===== src/rtl/mem_port_arbiter.sv =====
// Arbiter sharing one single-ported memory bus between instruction fetch and load/store.
// MEM has fixed priority, IF is forced in after STARVE_LIMIT MEM wins, and a watchdog aborts hung accesses.
module mem_port_arbiter #(
  parameter int unsigned STARVE_LIMIT = 4,
  parameter int unsigned TIMEOUT      = 64
) (
  input  logic        CLK,
  input  logic        RESET_N,
  input  logic        IF_REQ,
  input  logic [31:0] IF_ADDR,
  output logic [31:0] IF_RDATA,
  output logic        IF_DONE,
  output logic        IF_STALL,
  input  logic        MEM_REQ,
  input  logic        MEM_WE,
  input  logic [31:0] MEM_ADDR,
  input  logic [31:0] MEM_WDATA,
  output logic [31:0] MEM_RDATA,
  output logic        MEM_DONE,
  output logic        MEM_STALL,
  output logic        BUS_REQ,
  output logic        BUS_WE,
  output logic [31:0] BUS_ADDR,
  output logic [31:0] BUS_WDATA,
  input  logic [31:0] BUS_RDATA,
  input  logic        BUS_ACK,
  output logic        BUS_ERR
);

  typedef enum logic [1:0] {IDLE, BUSY_IF, BUSY_MEM, RESP} state_t;

  localparam logic [3:0] STARVE_MAX = 4'(STARVE_LIMIT);
  localparam logic [7:0] WDOG_LAST  = 8'(TIMEOUT - 1);

  state_t     state;
  logic [3:0] starve_cnt;
  logic [7:0] wdog;
  logic       grant_mem;
  logic       grant_if;

  always_comb begin
    // NOTE: every always_comb output gets a default first so no latch is inferred.
    grant_mem = 1'b0;
    grant_if  = 1'b0;
    if (state == IDLE) begin
      grant_mem = MEM_REQ && !(IF_REQ && (starve_cnt == STARVE_MAX));
      grant_if  = IF_REQ && !grant_mem;
    end
  end

  assign IF_STALL  = IF_REQ  & ~IF_DONE;
  assign MEM_STALL = MEM_REQ & ~MEM_DONE;

  // Counts MEM wins that overtook a pending fetch; any gap in IF_REQ forgives them.
  always_ff @(posedge CLK or negedge RESET_N) begin
    // NOTE: sequential state uses non-blocking assignments so every flop samples pre-edge values.
    if (!RESET_N) begin
      starve_cnt <= '0;
    end else if (!IF_REQ || grant_if) begin
      starve_cnt <= '0;
    end else if (grant_mem && (starve_cnt != STARVE_MAX)) begin
      starve_cnt <= starve_cnt + 4'd1;
    end
  end

  always_ff @(posedge CLK or negedge RESET_N) begin
    if (!RESET_N) begin
      state     <= IDLE;
      wdog      <= '0;
      BUS_REQ   <= 1'b0;
      BUS_WE    <= 1'b0;
      BUS_ADDR  <= '0;
      BUS_WDATA <= '0;
      IF_RDATA  <= '0;
      IF_DONE   <= 1'b0;
      MEM_RDATA <= '0;
      MEM_DONE  <= 1'b0;
      BUS_ERR   <= 1'b0;
    end else begin
      IF_DONE  <= 1'b0;
      MEM_DONE <= 1'b0;
      BUS_ERR  <= 1'b0;
      case (state)
        IDLE: begin
          if (grant_mem) begin
            BUS_REQ   <= 1'b1;
            BUS_WE    <= MEM_WE;
            BUS_ADDR  <= MEM_ADDR;
            BUS_WDATA <= MEM_WDATA;
            wdog      <= '0;
            state     <= BUSY_MEM;
          end else if (grant_if) begin
            BUS_REQ   <= 1'b1;
            BUS_WE    <= 1'b0;
            BUS_ADDR  <= IF_ADDR;
            BUS_WDATA <= '0;
            wdog      <= '0;
            state     <= BUSY_IF;
          end
        end
        BUSY_IF, BUSY_MEM: begin
          wdog <= wdog + 8'd1;
          if (BUS_ACK) begin
            BUS_REQ   <= 1'b0;
            BUS_WE    <= 1'b0;
            BUS_ADDR  <= '0;
            BUS_WDATA <= '0;
            if (state == BUSY_IF) begin
              IF_RDATA <= BUS_RDATA;
              IF_DONE  <= 1'b1;
            end else begin
              MEM_RDATA <= BUS_WE ? 32'd0 : BUS_RDATA;
              MEM_DONE  <= 1'b1;
            end
            state <= RESP;
          end else if (wdog == WDOG_LAST) begin
            // Abort: the requester is released with zero data and an error strobe.
            BUS_REQ <= 1'b0;
            BUS_ERR <= 1'b1;
            if (state == BUSY_IF) begin
              IF_RDATA <= '0;
              IF_DONE  <= 1'b1;
            end else begin
              MEM_RDATA <= '0;
              MEM_DONE  <= 1'b1;
            end
            state <= RESP;
          end
        end
        // One dead cycle so the just-served requester's REQ is not re-granted.
        RESP:    state <= IDLE;
        default: state <= IDLE;
      endcase
    end
  end

endmodule


===== config.mk =====
export PLATFORM = sky130hd
export DESIGN_NAME = mem_port_arbiter
export DESIGN_NICKNAME = d
export VERILOG_FILES = /design/src/rtl/mem_port_arbiter.sv
export SDC_FILE = /design/constraint.sdc
export NUM_CORES = 1
export LEC_CHECK = 0
export ABC_AREA = 1
export CAP_MARGIN = 20
export CORE_ASPECT_RATIO = 1.25
export CORE_MARGIN = 4
export CORE_UTILIZATION = 41
export CTS_BUF_LIST = sky130_fd_sc_hd__clkbuf_4 sky130_fd_sc_hd__clkbuf_8
export CTS_CLUSTER_SIZE = 30
export DETAILED_ROUTE_END_ITERATION = 7
export MAX_ROUTING_LAYER = met4
export PLACE_DENSITY = 0.87
export SKIP_CTS_REPAIR_TIMING = 1
export SLEW_MARGIN = 20
export SYNTH_ARGS = -nofsm -noshare
export SYNTH_HDL_FRONTEND = slang
export SYNTH_SLANG_ARGS = --single-unit

===== constraint.sdc =====
create_clock -name CLK -period 1.5 [get_ports CLK]
set_input_delay 0.3 -clock CLK [delete_from_list [all_inputs] [get_ports CLK]]
set_output_delay 0.3 -clock CLK [all_outputs]
set_load 0.1 [all_outputs]

* Yosys cells after proc, flatten, opt, wreduce, memory -nomap -nowiden
Index checks and enable logic that the tools add are counted.
Widths: inputs -> output; s select.
** Operators by class
- Multipliers :: 0
- $lt $le $gt $ge :: 0
- Divide/modulo/power cells :: 0
- Reductions and logical operators :: 19
- Eq/ne operators :: 9
- Add/sub/neg operators :: 2
- Shifts and indexed selects :: 0
- Mux-type cells :: 48
- Bitwise operators :: 5
** Operator list (count)
- $mux 32 :: 14
- $pmux 32 s2 :: 2
- $mux 1 :: 20
- $mux 8 :: 2
- $pmux 8 s2 :: 1
- $reduce_and 3->1 :: 4
- $add 8x1->8 const B :: 1
- $eq 8x6->1 const B :: 1
- $mux 2 :: 4
- $mux 4 :: 2
- $ne 3x3->1 const B :: 2
- $pmux 2 s3 :: 1
- $reduce_bool 2->1 :: 3
- $add 4x1->4 const B :: 1
- $eq 2x2->1 const B :: 2
- $eq 4x3->1 const B :: 1
- $logic_and 1x1->1 :: 4
- $ne 4x3->1 const B :: 1
- $pmux 1 s2 :: 2
- $reduce_and 2->1 :: 2
- $logic_not 1->1 :: 3
- $not 1->1 :: 3
- $and 1x1->1 :: 2
- $eq 2x1->1 const B :: 1
- 4 further kinds :: 4
** Storage, ports and cells
- Input bits :: 134
- Memories :: 0
- Memory bits (writable) :: 0
- Memory bits (read-only) :: 0
- Output and inout port bits :: 135
- Word-level logic and storage cells :: 95
- Latch bits :: 0
- Register bits :: 147

* Logic depth before layout (Yosys ltp)
- Depth after elaboration :: 10
- Mapped depth :: 12
- Mapped depth without buffers :: 10

* Least setup slack after synthesis
OpenSTA, ideal clock, no wires.
- Path type :: register to output
- Start point :: register IF_DONE
- End point :: output port IF_STALL
- Setup slack :: -0.944 ns
- Stages on the path, launching flop included :: 2
- Path buffers :: 0
- Arrival time :: 2.144 ns
- Required time :: 1.200 ns
- Cells stage by stage :: dfrtp_1 -> nor2_1
** On the way
- Cells in the longest elaborated chain, start to end :: 2
** RTL lines
- start, declared :: RTL line 12 : output logic IF_DONE,
- start signal, assigned :: RTL line 75 : IF_DONE <= 1'b0;
- start signal, assigned :: RTL line 80 : IF_DONE <= 1'b0;
- start signal, assigned :: RTL line 110 : IF_DONE <= 1'b1;
- $not 1->1 :: RTL line 51 : assign IF_STALL = IF_REQ & ~IF_DONE;
- $and 1x1->1 :: RTL line 51
- end, declared :: RTL line 13 : output logic IF_STALL,
Every way passes these cells.

* Worst setup path in the final report
- Start point :: register wdog[0]
- End point :: register IF_RDATA[11]
** On the way
- Cells in the longest elaborated chain, start to end :: 3
** RTL lines
- start, declared :: RTL line 37 : logic [7:0] wdog;
- start signal, assigned :: RTL line 102 : wdog <= wdog + 8'd1;
- $eq 8x6->1 :: RTL line 116 : end else if (wdog == WDOG_LAST) begin
- $reduce_bool 2->1 (no line)
- $reduce_and 3->1 (no line)
- end signal, assigned :: RTL line 74 : IF_RDATA <= '0;
- end signal, assigned :: RTL line 109 : IF_RDATA <= BUS_RDATA;
- end signal, assigned :: RTL line 121 : IF_RDATA <= '0;
- end, declared :: RTL line 11 : output logic [31:0] IF_RDATA,
Every way passes these cells.
A chain may end at the register's enable or synchronous reset.

==> results.toml <==
[run_status]
status = "complete, but fails checks"
failed_checks = "setup timing"

[finish]
finalNetCount = 1253
final-seq-area_um2 = 3682
drive_gt1_share_pct = 32.77
layout.cells.most_common = "nand2_1"
multi_input_comb_area_um2 = 3087
areaGrowthSynthToFinish_pct = 82.10
final_cell_mix = "272 x nand2_1, 153 x buf_12, 144 x dfrtp_1"
nFillCells = 981

[global_route]
grt_start_max_net_pins = 50
first_pass_grt_wire_length_um = 34480
global_route.overflow_total = 0
vias_in_the_first_global_route = 6889
antenna_violations_before_repair = 1
grt_usage_pct = 23.63

[flow_run]
timing.max_cap.violations = 0

[logic_synthesis]
synth_seq_area_share_pct = 53.22
postSynthRegisterBits = 147
synth_nets = 952
post_synth_num_cell_types = 27
yosys_warnings = 0
synthesis.area_um2 = 6912
synth_cells = 812
postSynthAreaPerCell_um2 = 8.512

[worst_setup_path]
critical_path_cell_with_the_highest_stage_delay = "dfrtp_1"
cp.buffers_inverters = 3
type_of_element_capturing_the_critical_path = "flip-flop"
crit_chain = "ha_2, inv_2, nor2_4, nand3_2, nand2_4, nand3_4, buf_12, clkbuf_16, nand2_2, o21ai_2"
critical_path.top_delay_family = "simple AND/OR/NAND/NOR gates"
crit_fanout = 8
setup.worst_path.class = "reg2reg"
critical_path_required_ps = 1840
worstPathArrival_ps = 1940
cp.depth = 10
ff2ff_path_depth = 10
cpPeakStageDelay_ps = 380
setup.worst_path.start_class = "flip-flop"

[floorplan]
floorplan.rows = 52
floorplan.die_area_um2 = 19010
initial_core_util_pct = 42.16
die_h_um = 153.2
io_pins = 269
core_region_area_um2 = 16400
die_w_um = 124.1

[routing]
postRouteAntennaNets = 0
vias_after_detailed_routing = 7162
vias_per_cell = 5.333
met2_length_um = 13440
1st_pass_router_iterations = 5
drt-initial-drc-count = 506
average_wire_per_cell_in_the_routed_design_um = 19.19
met1Wirelength_um = 8721
post-route-drc-count = 0
met3_length_um = 2603
top_layer_used = "met4"
totalWireLength_um = 25770

[clock_network]
clk-insertion-delay-late_ps = 450
clock_sink_count = 147
cts_htree_levels = 4
max-clock-path-buffers = 2
tritoncts = "built"
clk_pin_slew_worst_paths_ps = 90
cts.root.buffer_cell = "clkbuf_8"
tritoncts.num_buffers = 17

[sta]
skew_ps = 23.28
finalHoldViolations = 0
postLayoutSetupSlackWorst_ps = -100.4
achievable-frequency_mhz = 624.9
timing.final.crit_period_ps = 1600
max_slew_margin_vs_limit_pct = 71.65
setup-violations-final = 128
final_max_slew_viol_count = 0
holdWs_ps = 269.3
rsz0062_at_grt = "yes"
period_utilization_pct = 106.7
tightest_slew_ps = 425.2

[place]
total_of_buffers_placed_on_input_and_output_ports = 268
pre_cts_ws_ps = -319.3
dp_hpwl_um = 17050
gp_congestion = 0.8372

[worst_hold_path]
hold_depth = 4
worst_hold_path_type = "in2reg"
## worst reg2reg max path, stage by stage (launching register included)
cell	delay, ps
dfrtp_1	380
ha_2	200
inv_2	50
nor2_4	90
nand3_2	120
nand2_4	120
nand3_4	90
buf_12	160
clkbuf_16	180
nand2_2	70
o21ai_2	50
## final timing paths
check | from | endpoint | slack (ps)
worst max register to register | wdog[0] | IF_RDATA[11] | -100
min in group asynchronous | RESET_N | BUS_WDATA[9] | 330
max in group asynchronous | RESET_N | IF_DONE | 530
worst min-delay path | BUS_ACK | BUS_ERR | 270
worst min register to register | state[1] | state[1] | 530
worst max-delay path | wdog[0] | IF_RDATA[11] | -100
## metrics by stage
step | utilization (%) | instances | TNS (ps) | cell area (µm²)
final | 76.76 | 1343 | -7036 | 12590
after global placement | 69.86 | 1287 | -16830 | 11450
after global routing | 76.76 | 1343 | -16770 | 12590
after CTS | 72.47 | 1319 | -7970 | 11880
after floorplan | - | 812 | -1873 | 6964
after detailed placement | 69.86 | 1287 | -22200 | 11450
## layer usage
layer,track usage [%],vias up
met5,-,-
met2,38.87,383
met4,9.812,0
li1,-,3268
met1,25.87,3434
met3,8.133,77
## cells by family (layout without fill, tap and decap cells)
kind of cell	after synthesis	count (layout)	share of synthesized area, %
other	0	1	0
buffers and inverters	88	402	7.042
AO/OA/AOI/OAI	77	77	7.259
adder cells (fa/ha/maj)	6	6	1.086
flip-flops	147	147	53.22
AND/OR/NAND/NOR	492	492	31.14
XOR/XNOR	2	2	0.2535
## sequential cells by signal (all words and copies together) (netlist names), 2 cells and up
register,count
wdog,8
state,2
MEM_RDATA,32
IF_RDATA,32
BUS_WDATA,32
BUS_ADDR,32
starve_cnt,4
## layout make-up
class / instances / area share (%)
antenna: 1 / 0.01988
inverter: 29 / 0.9842
tap: 216 / 2.147
multi-input combinational: 577 / 24.53
timing repair buffer: 341 / 39.67
clock inverter: 13 / 1.372
clock buffer: 19 / 2.028
sequential: 147 / 29.26
## synth_stat cells
master    count  area, µm²
ha_1          6      75.07
nand4_4       1      21.27
a21oi_1       4      20.02
buf_4        11      82.58
nor2_8        1      20.02
nor3_1        4      20.02
nand3_4       1      17.52
nor2_1       13      48.80
and3_1        2      12.51
dfrtp_1     147       3679
buf_1         6      22.52
o21ai_1      34      170.2
inv_2         1      3.750
nand2_2       2      12.51
inv_4         2      12.51
buf_2        10      50.05
nand3_2       3      30.03
o21ai_2      31      271.5
nand4_1      32      200.2
inv_1        26      97.59
buf_6        13      146.4
nand2_1     320       1201
nand3_1     111      555.5
o21ai_0       8      40.04
clkbuf_1     19      71.32
xor2_1        2      17.52
nor2_2        2      12.51
Power is left out: the tool's default activity adds up to more than one toggle a clock period on the data nets, which glitch-free logic cannot reach.
